[config.mk]
export PLATFORM = sky130hd
export DESIGN_NAME = pc_sequencer
export DESIGN_NICKNAME = d
export VERILOG_FILES = /design/src/rtl/pc_sequencer.sv
export SDC_FILE = /design/constraint.sdc
export NUM_CORES = 1
export LEC_CHECK = 0
export ABC_AREA = 1
export BUFFER_PORTS_ARGS = -buffer_cell sky130_fd_sc_hd__buf_2
export CORE_MARGIN = 5
export CORE_UTILIZATION = 46
export DETAILED_ROUTE_END_ITERATION = 12
export HOLD_SLACK_MARGIN = 0.06
export PLACE_DENSITY = 0.8
export SKIP_CTS_REPAIR_TIMING = 1
export SLEW_MARGIN = 5
export SYNTH_ARGS = -nofsm -noshare
export SYNTH_HDL_FRONTEND = slang
export SYNTH_SLANG_ARGS = --single-unit
export TNS_END_PERCENT = 30
[constraint.sdc]
create_clock -name clk -period 2.8 [get_ports clk]
set_clock_uncertainty 0.15 [all_clocks]
set_input_delay 0.28 -clock clk [delete_from_list [all_inputs] [get_ports clk]]
set_output_delay 0.28 -clock clk [all_outputs]
set_load 0.02 [all_outputs]
[src/rtl/pc_sequencer.sv]
// -----------------------------------------------------------------------------
// pc_sequencer
//
// Program-counter sequencer for the 11-bit PIC-style core. It produces the
// fetch address and executes control transfers: CALL, GOTO, RETURN, computed
// goto (PCL write) and skip. After every taken transfer it squashes the
// instruction that was already fetched. It drives the external hardware return
// stack (data, push, pop) and reads back that stack's combinational
// top-of-stack. It also keeps its own copy of the stack depth, together with
// sticky overflow and underflow flags.
//
// Parameters
//   ADDR_W     program address width; must equal the stack data width
//   STK_DEPTH  number of return-stack entries
//
// Ports
//   clk        in   rising-edge clock
//   reset      in   asynchronous, active-low reset
//   op_call    in   decoded CALL
//   op_goto    in   decoded GOTO
//   op_return  in   decoded RETURN / RETLW / RETFIE
//   op_skip    in   conditional skip whose condition is true
//   pcl_write  in   ALU write to PCL (computed goto)
//   target     in   CALL/GOTO destination
//   pcl_data   in   byte written to PCL
//   pclath     in   PCLATH; [2:0] become PC[10:8] on a computed goto
//   flag_clr   in   clears the sticky overflow/underflow flags
//   stack_out  in   top-of-stack from the return stack
//   stack_in   out  return address pushed to the stack (always equals pc)
//   push       out  stack push strobe
//   pop        out  stack pop strobe
//   pc         out  current fetch address
//   flush      out  the instruction now in decode is squashed
//   stk_depth  out  number of valid stack entries
//   stk_ovf    out  sticky: push issued while the stack was full
//   stk_unf    out  sticky: pop issued while the stack was empty
// -----------------------------------------------------------------------------
module pc_sequencer #(
  parameter int ADDR_W    = 11,
  parameter int STK_DEPTH = 16,
  localparam int DEPTH_W  = $clog2(STK_DEPTH) + 1
) (
  input  logic               clk,
  input  logic               reset,
  input  logic               op_call,
  input  logic               op_goto,
  input  logic               op_return,
  input  logic               op_skip,
  input  logic               pcl_write,
  input  logic [ADDR_W-1:0]  target,
  input  logic [7:0]         pcl_data,
  input  logic [4:0]         pclath,
  input  logic               flag_clr,
  input  logic [ADDR_W-1:0]  stack_out,
  output logic [ADDR_W-1:0]  stack_in,
  output logic               push,
  output logic               pop,
  output logic [ADDR_W-1:0]  pc,
  output logic               flush,
  output logic [DEPTH_W-1:0] stk_depth,
  output logic               stk_ovf,
  output logic               stk_unf
);

  // The single operation that wins this cycle.
  typedef enum logic [2:0] {
    OP_NONE = 3'd0,
    OP_RET  = 3'd1,
    OP_CALL = 3'd2,
    OP_GOTO = 3'd3,
    OP_PCL  = 3'd4,
    OP_SKIP = 3'd5
  } op_sel_t;

  localparam logic [DEPTH_W-1:0] DEPTH_FULL = DEPTH_W'(STK_DEPTH);

  // Next depth after at most one push or pop. The count saturates at both
  // ends, because the stack wraps on overflow and holds on underflow.
  function automatic logic [DEPTH_W-1:0] depth_next(
    input logic [DEPTH_W-1:0] depth,
    input logic               do_push,
    input logic               do_pop
  );
    logic [DEPTH_W-1:0] result;
    result = depth;
    if (do_push && (depth != DEPTH_FULL)) begin
      result = depth + DEPTH_W'(1);
    end else if (do_pop && (depth != {DEPTH_W{1'b0}})) begin
      result = depth - DEPTH_W'(1);
    end else begin
      result = depth;
    end
    return result;
  endfunction

  logic [ADDR_W-1:0]  r_pc;
  logic               r_flush;
  logic [DEPTH_W-1:0] r_depth;
  logic               r_ovf;
  logic               r_unf;

  op_sel_t            w_op;
  logic [ADDR_W-1:0]  w_pc_nxt;
  logic               w_push;
  logic               w_pop;
  logic               w_ovf_ev;
  logic               w_unf_ev;
  logic               w_unused;

  // PCLATH[4:3] select program pages that this 2K core does not have.
  assign w_unused = ^pclath[4:3];

  // Priority select of the operation that wins. All ops are ignored while the
  // decode slot is flushed, because that slot holds a squashed instruction.
  always_comb begin
    w_op = OP_NONE;
    if (r_flush) begin
      w_op = OP_NONE;
    end else if (op_return) begin
      w_op = OP_RET;
    end else if (op_call) begin
      w_op = OP_CALL;
    end else if (op_goto) begin
      w_op = OP_GOTO;
    end else if (pcl_write) begin
      w_op = OP_PCL;
    end else if (op_skip) begin
      w_op = OP_SKIP;
    end else begin
      w_op = OP_NONE;
    end
  end

  // Next fetch address for the winning operation. A skip and a plain fetch
  // both advance by one; the skip differs only because it flushes decode.
  always_comb begin
    w_pc_nxt = r_pc + ADDR_W'(1);
    case (w_op)
      OP_RET:  w_pc_nxt = stack_out;
      OP_CALL: w_pc_nxt = target;
      OP_GOTO: w_pc_nxt = target;
      OP_PCL:  w_pc_nxt = ADDR_W'({pclath[2:0], pcl_data});
      OP_SKIP: w_pc_nxt = r_pc + ADDR_W'(1);
      default: w_pc_nxt = r_pc + ADDR_W'(1);
    endcase
  end

  assign w_push   = (w_op == OP_CALL);
  assign w_pop    = (w_op == OP_RET);
  // Push at full and pop at empty are still issued to the stack; they are
  // only recorded here.
  assign w_ovf_ev = w_push && (r_depth == DEPTH_FULL);
  assign w_unf_ev = w_pop  && (r_depth == {DEPTH_W{1'b0}});

  // Sequencer state: pc, flush slot, depth and sticky flags. Reset leaves
  // flush set so the first decode slot after reset release is squashed.
  always_ff @(posedge clk or negedge reset) begin
    if (!reset) begin
      r_pc    <= {ADDR_W{1'b0}};
      r_flush <= 1'b1;
      r_depth <= {DEPTH_W{1'b0}};
      r_ovf   <= 1'b0;
      r_unf   <= 1'b0;
    end else begin
      r_pc    <= w_pc_nxt;
      r_flush <= (w_op != OP_NONE);
      r_depth <= depth_next(r_depth, w_push, w_pop);
      // A new event beats a clear issued in the same cycle.
      r_ovf   <= w_ovf_ev | (r_ovf & ~flag_clr);
      r_unf   <= w_unf_ev | (r_unf & ~flag_clr);
    end
  end

  // The return address is the already-incremented pc, which is the address
  // of the instruction after the CALL.
  assign stack_in  = r_pc;
  assign push      = w_push;
  assign pop       = w_pop;
  assign pc        = r_pc;
  assign flush     = r_flush;
  assign stk_depth = r_depth;
  assign stk_ovf   = r_ovf;
  assign stk_unf   = r_unf;

endmodule
---- Word level (Yosys, flattened, before mapping) ----
Index checks and enable logic that the tools add are counted.
word-level totals
  register bits ........................... 19
  output and inout port bits .............. 32
  bits of input ports ..................... 43
cells by class
  equality and inequality tests ........... 6
  reductions and logical operators ........ 9
  bitwise logic cells ..................... 5
  multiplexer cells ....................... 9
  add/sub/neg operators ................... 3
operators with widths
  cell                                              number
  case mux 11 bit (3 select lines)                  1
  2-to-1 mux 3 bit                                  6
  adder 11 x 1 -> 11 bit, second input constant     1
  2-to-1 mux 5 bit                                  2
  == test 3 x 2 -> 1 bit, second input constant     2
  adder 5 x 1 -> 5 bit, second input constant       1
  == test 5 bit, second input constant              1
  logical NOT 5 bit                                 1
  inequality test 5 bit, second input constant      1
  nonzero test 5 bit                                1
  subtractor 5 x 1 -> 5 bit, second input constant  1
  logical AND 1 bit                                 4
  == test 3 x 1 -> 1 bit, second input constant     1
  == test 3 bit, second input constant              1
  nonzero test 3 bit                                1
  AND 1 bit                                         2
  bitwise OR 1 bit                                  2
  nonzero test 2 bit                                1
  OR reduction 2 bit                                1
  NOT 1 bit                                         1

---- Longest topological paths before layout ----
Gate-level depths: netlist of the first run.
  word-level depth ........................ 10
  mapped depth ............................ 14
  gate-level depth less buffers ........... 14

---- Worst setup path after synthesis of the first run ----
OpenSTA, ideal clock, no wires.
  path type ............................... flip-flop to flip-flop
  from .................................... register r_flush, in the netlist flush
  to ...................................... register r_depth[4], in the netlist stk_depth[4]
  stages on the path, launching flop included .. 13
  required time ........................... 2.533 ns
  clock period less this slack ............ 2.153 ns
  setup slack ............................. 0.647 ns
  setup time .............................. 0.117 ns
  data arrival time ....................... 1.886 ns
  cells stage by stage .................... dfstp_2 inv_2 nand2_2 nor2_4 nand3_2 inv_1 fa_1 o21ai_0 a21oi_1 nand3_1 nand2_1 nand2_1 nand2_1
on the way
  word-level cells in the longest chain between the ends .. 4
  elaborated cells on any way between the ends .. 7
ends and longest elaborated chain
  element                                                                  line      source
  start, declared                                                          97        logic r_flush;
  start signal, assigned                                                   166       r_flush <= (w_op != OP_NONE);
  2-to-1 mux 3 bit *                                                       117       if (r_flush) begin
  == test 3 x 2 -> 1 bit / == test 3 x 1 -> 1 bit (equally long branches)  148, 149
  logical AND 1 bit, on equally long branches                              86, 88
  2-to-1 mux 5 bit / nonzero test 2 bit (equally long branches)            -
  end signal, assigned                                                     161       r_depth <= {DEPTH_W{1'b0}};
  end signal, assigned                                                     167       r_depth <= depth_next(r_depth, w_push, w_pop);
  end, declared                                                            98        logic [DEPTH_W-1:0] r_depth;
Mark *: on every way between the ends. The rest lies on a longest branch, timed or not.
A chain may end at the register's enable or synchronous reset.

---- Final worst setup path of the first run ----
Same ends and word-level chain as after synthesis.

==> impl_metrics.yaml, run 1 <==
sta:
  period_share_pct: 86.3
  slew_headroom_pct: 71.1
  min_period_ps: 2420
  setup_viol: 0
  worst_slew_pin_slew_ps: 433
  rsz0062_at_grt: "no"
  max_freq_mhz: 414
  slew_viol_final: 0
  setup_tns_ps: 0
  hold_violations: 0
clocking:
  cts_buffers: 3
  cts.clk_slew.worst_paths_ps: 120
  cts.sinks: 19
  clock_latency_ps: 310
  cts_tree: "done"
  root_buffer: "clkbuf_4"
  h-tree-depth: 1
  cts.path.max_buffers: 2
worst_setup_path:
  crit_fanout: 17
  startpoint_type: "flop"
  r2r-start: "flush"
  crit_type: "flop to flop"
  reg2reg_depth: 13
  cp.arrival_ps: 2470
  cp-startpoint: "flush"
  critPathCapture: "stk_depth[4]"
  reg2reg_slack_ps: 380
  r2r-end: "stk_depth[4]"
  crit_required_ps: 2850
  endpoint_kind: "flop"
routing:
  wl_per_cell_um: 12.4
  drc: 0
  drtIter0Drc: 44
  vias_per_cell: 4.71
  drtAntennaViolNets: 0
  first_pass_iters: 4
  vias: 1527
  routed_wl_um: 4030
grt:
  overflow: 0
  grt_pass1_wl_um: 6050
  grt_start_max_net_pins: 20
  grt_pass1_vias: 1353
  grt_usage_pct: 17.4
  antenna_found_initial: 0
floorplan:
  die_w_um: 67.3
  io_pins: 75
  row_count: 20
  initial_core_util_pct: 48.6
  die_h_um: 67.3
  die-area_um2: 4530
  core_area_um2: 3100
min_path:
  min_path_type: "primary input to flop"
  min_path_cells: 3
  hold_start: "stack_out[10]"
yosys:
  synth.most_common_cell: "nand2_1"
  syn_area_um2: 1510
  yosys_warnings: 0
  ys.flop_type: "dfrtp_1"
  yosysTopAreaCell: "dfrtp_1"
  postSynthCellCount: 206
  seq_area_frac_synth_pct: 31.6
  ys_ff_latch: 19
  ys_types: 29
  synth_common_cells: "nand2_1 (63), nand3_1 (28), inv_1 (21)"
  synth_fp_nets: 254
  syn_avg_cell_area_um2: 7.32
  async_flop_share_pct: 100
  synth_edf_count: 0
  yosys-top-cells-area: "dfrtp_1 (30%), nand2_1 (16%), nand3_1 (9.3%), a21oi_2 (5.8%), buf_4 (5.5%)"
  synth.top_cell.area_share_pct: 29.9
final_layout:
  final_cell_count_no_fill: 324
  regArea_um2: 477
  area_growth_pct: 30.5
  n_antenna_cell: 0
  nets: 329
  drive_gt1_share_pct: 36.8
  fillCellCount: 317
  multiInputGateArea_um2: 830
  fin_util_pct: 63.5
power:
  p_int_mw: 0.856
  pwr-share-comb_pct: 62.1
  power.total_mw: 1.79
  p_clk_share_pct: 8.2
  power_density_nw_per_um2: 908
  p_seq_share_pct: 29.7
  switching_share_pct: 52.1
  p_leak_nw: 1.12
  p_sw_mw: 0.932
  ir_worst_vdd_mv: 0.393
placed_design:
  dp.cells: 308
  hpwl_um: 3080
  portBuffers: 72
  gp_congestion: 0.857
run:
  cap_viol_max_count: 0
status:
  status: "completed"
## stage by stage
stage / setup slack [ps] / area (um2) / hold WS, ps
3_5_place_dp: 340 / 1820 / 94.8
2_1_floorplan: 647 / 1510 / -166
4_1_cts: 377 / 1850 / -242
6_report: 384 / 1970 / 58.6
5_1_grt: 128 / 1970 / 77.2
3_3_place_gp: 414 / 1820 / 93.7
## registers in the layout, indices dropped and copies added, names as in the netlist
signal / count
stk_depth: 5
pc: 11
stk_ovf: 1
flush: 1
stk_unf: 1
## layout make-up
cell class | instances | share of cell area (%)
clock buffers | 4 | 1.33
inverters | 25 | 4.76
multi-input cells | 147 | 42.1
flip-flops and latches | 19 | 24.2
well taps | 44 | 2.80
repair buffers | 85 | 24.8
## power by group through the flow
stage	clock network [mW]	registers, mW	logic [mW]
after floorplan	0	0.665	0.725
after global placement	0	0.539	1.07
after detailed placement	0	0.542	1.10
after CTS	0.146	0.535	1.10
after global routing	0.156	0.560	1.23
final	0.146	0.531	1.11
## worst max-delay path, stage by stage (launching register included)
cell	delay, ps
dfstp_2	410
inv_2	50
nand2_2	80
nor2_4	360
nand3_2	280
ha_1	380
inv_1	70
o21ai_0	80
a21oi_1	210
inv_1	60
nand2_1	60
nand2_1	40
nand2_1	50
nand2_1	40
## logic make-up (layout without fill, tap and decap cells)
kind of cell	Yosys count	count (layout)	synth area share [%]
AO/OA/AOI/OAI	23	23	11.3
XOR/XNOR	9	9	5.22
adder cells (fa/ha/maj)	5	5	4.64
buffers and inverters	40	114	13.4
flip-flops	19	19	31.6
AND/OR/NAND/NOR	110	110	33.8
## layer usage
metal	vias up	track usage, %	share of wire, %
li1	797	-	-
met1	676	21.8	42
met2	50	30.4	51
met3	4	2.00	6.3
met4	0	6.84	1.2
met5	-	0	0
## layout by cell type, fill, tap and decap left out, drive strengths merged
master and instances:
buf 73, nand2 67, nand3 30, inv 25
dfrtp 18, a21oi 15, dlygate4sd3 12, nor2 8
xor2 6, o21ai 6, ha 4, clkbuf 4
nor3 3, xnor2 3, o22ai 2, nand3b 1
or3 1, fa 1, dfstp 1
## how the worst min path moves through the flow
stage                              end
final                           pc[10]
after CTS                 stk_depth[3]
after floorplan                  pc[0]
after global placement    stk_depth[0]
after global routing            pc[10]
after detailed placement  stk_depth[2]
Note: power is estimated with default switching activity, not from simulation.
==> run 2: changes to the inputs <==
--- a/config.mk
+++ b/config.mk
@@ -11,6 +11,7 @@
 export CORE_UTILIZATION = 46
 export DETAILED_ROUTE_END_ITERATION = 12
 export HOLD_SLACK_MARGIN = 0.06
+export MAX_ROUTING_LAYER = met4
 export PLACE_DENSITY = 0.8
 export SKIP_CTS_REPAIR_TIMING = 1
 export SLEW_MARGIN = 5
==> run 2 against run 1 <==
  * Worst hold slack about the same
  * Critical path depth unchanged
  * Wire length down 0.37%
  * Non-clock buffer count unchanged
  * Sequential power is essentially flat
  * Maximum frequency shrank 0.30%
  * Critical path type unchanged
  * Critical endpoint unchanged
==> impl_metrics.yaml, run 2 (same netlist as run 1, synthesis figures left out) <==
status:
  status: "completed"
power:
  ir_worst_vdd_mv: 0.392
  p_leak_nw: 1.12
  power_density_nw_per_um2: 909
sta:
  setup_tns_ps: 0
  min_period_ps: 2420
  max_freq_mhz: 413
  slew_headroom_pct: 70.9
  period_share_pct: 86.5
  fin_hold_ws_ps: 58.3
  rsz0062_at_grt: "no"
  worst_slew_pin_slew_ps: 435
  setup_viol: 0
  slew_viol_final: 0
  hold_violations: 0
final_layout:
  finalInstanceArea_um2: 1970
  fin_util_pct: 63.5
  fillCellCount: 317
  drive_gt1_share_pct: 36.8
  final_cell_mix: "buf_2 (72), nand2_1 (63), nand3_1 (28)"
  layout_commonest_cell: "buf_2"
  nets: 329
  largest_reg_flops: 11
  area_growth_pct: 30.5
  n_antenna_cell: 0
  final_cell_count_no_fill: 324
grt:
  grt_start_max_net_pins: 20
  grt_pass1_vias: 1352
  grt_pass1_wl_um: 6060
  overflow: 0
  antenna_found_initial: 0
  grt_usage_pct: 17.9
floorplan:
  die_w_um: 67.3
  row_count: 20
  core_area_um2: 3100
  initial_core_util_pct: 48.6
  die-area_um2: 4530
  io_pins: 75
  die_h_um: 67.3
worst_setup_path:
  critPathTopFamily: "simple AND/OR/NAND/NOR gates"
  slowest_delay_ps: 410
  crit_fanout: 17
  startpoint_type: "flop"
  crit_required_ps: 2860
  crit_top_cell: "nand2_1"
  cp.arrival_ps: 2480
  crit_chain: "inv_2, nand2_2, nor2_4, nand3_2, ha_1, inv_1, o21ai_0, a21oi_1, inv_1, nand2_1, nand2_1, nand2_1, nand2_1"
  endpoint_kind: "flop"
  crit_type: "flop to flop"
  crit_buf_inv: 3
  cpMaxStageDelayCell: "dfstp_2"
clocking:
  cts.clk_slew.worst_paths_ps: 120
  root_buffer: "clkbuf_4"
  cts_tree: "done"
  cts.path.max_buffers: 2
  h-tree-depth: 1
  cts_buffers: 3
  clock_latency_ps: 310
  cts.sinks: 19
placed_design:
  gp_congestion: 0.871
  place_area_um2: 1820
  hpwl_um: 3080
  portBuffers: 72
  dp.cells: 308
routing:
  drc: 0
  wl_per_cell_um: 12.4
  drtAntennaViolNets: 0
  vias: 1512
  routed_wl_um: 4010
  drtIter0Drc: 44
  vias_per_cell: 4.67
  first_pass_iters: 4
min_path:
  min_path_type: "primary input to flop"
run:
  cap_viol_max_count: 0
## run 2: worst reg2reg max path, stage by stage (launching register included)
cell     delay, ps
dfstp_2        410
inv_2           50
nand2_2         80
nor2_4         360
nand3_2        280
ha_1           380
inv_1           70
o21ai_0         90
a21oi_1        210
inv_1           60
nand2_1         60
nand2_1         40
nand2_1         50
nand2_1         40
## run 2: per-stage QoR
step	worst slack, ps	power, mW
finish	377	1.79
CTS	377	1.78
global route	136	1.95
global placement	414	1.61
detailed placement	340	1.64
floorplan	647	1.39
## run 2: worst paths after layout
kind | from | to | slack, ps | cells past startpoint
max | flush | stk_depth[4] | 380 | 13
min | stack_out[10] | pc[10] | 60 | 3
max reg2reg | flush | stk_depth[4] | 380 | 13
min reg2reg | stk_unf | stk_unf | 400 | 2
max in group asynchronous | reset | flush | 1890 | 2
min in group asynchronous | reset | pc[1] | 280 | 2
## run 2: routing by layer
| layer | wire length [um] | up-vias | GRT usage [%] |
|---|---|---|---|
| met5 | 0 | - | - |
| met4 | 50 | 0 | 6.84 |
| met3 | 278 | 4 | 1.83 |
| met2 | 2030 | 51 | 30.6 |
| met1 | 1650 | 660 | 21.7 |
| li1 | - | 797 | - |
## run 2: layout make-up
class / count / area [um2] / share of cell area (%)
Timing Repair Buffer: 85 / 488 / 24.8
Tap cell: 44 / 55.1 / 2.80
Multi-Input combinational cell: 147 / 830 / 42.1
Clock buffer: 4 / 26.3 / 1.33
Sequential cell: 19 / 477 / 24.2
Inverter: 25 / 93.8 / 4.76
## run 2: power breakdown
| group | switching (mW) | internal [mW] |
|---|---|---|
| Sequential | 0.136 | 0.395 |
| Clock | 0.0910 | 0.0556 |
| Combinational | 0.706 | 0.405 |
| Total | 0.933 | 0.856 |
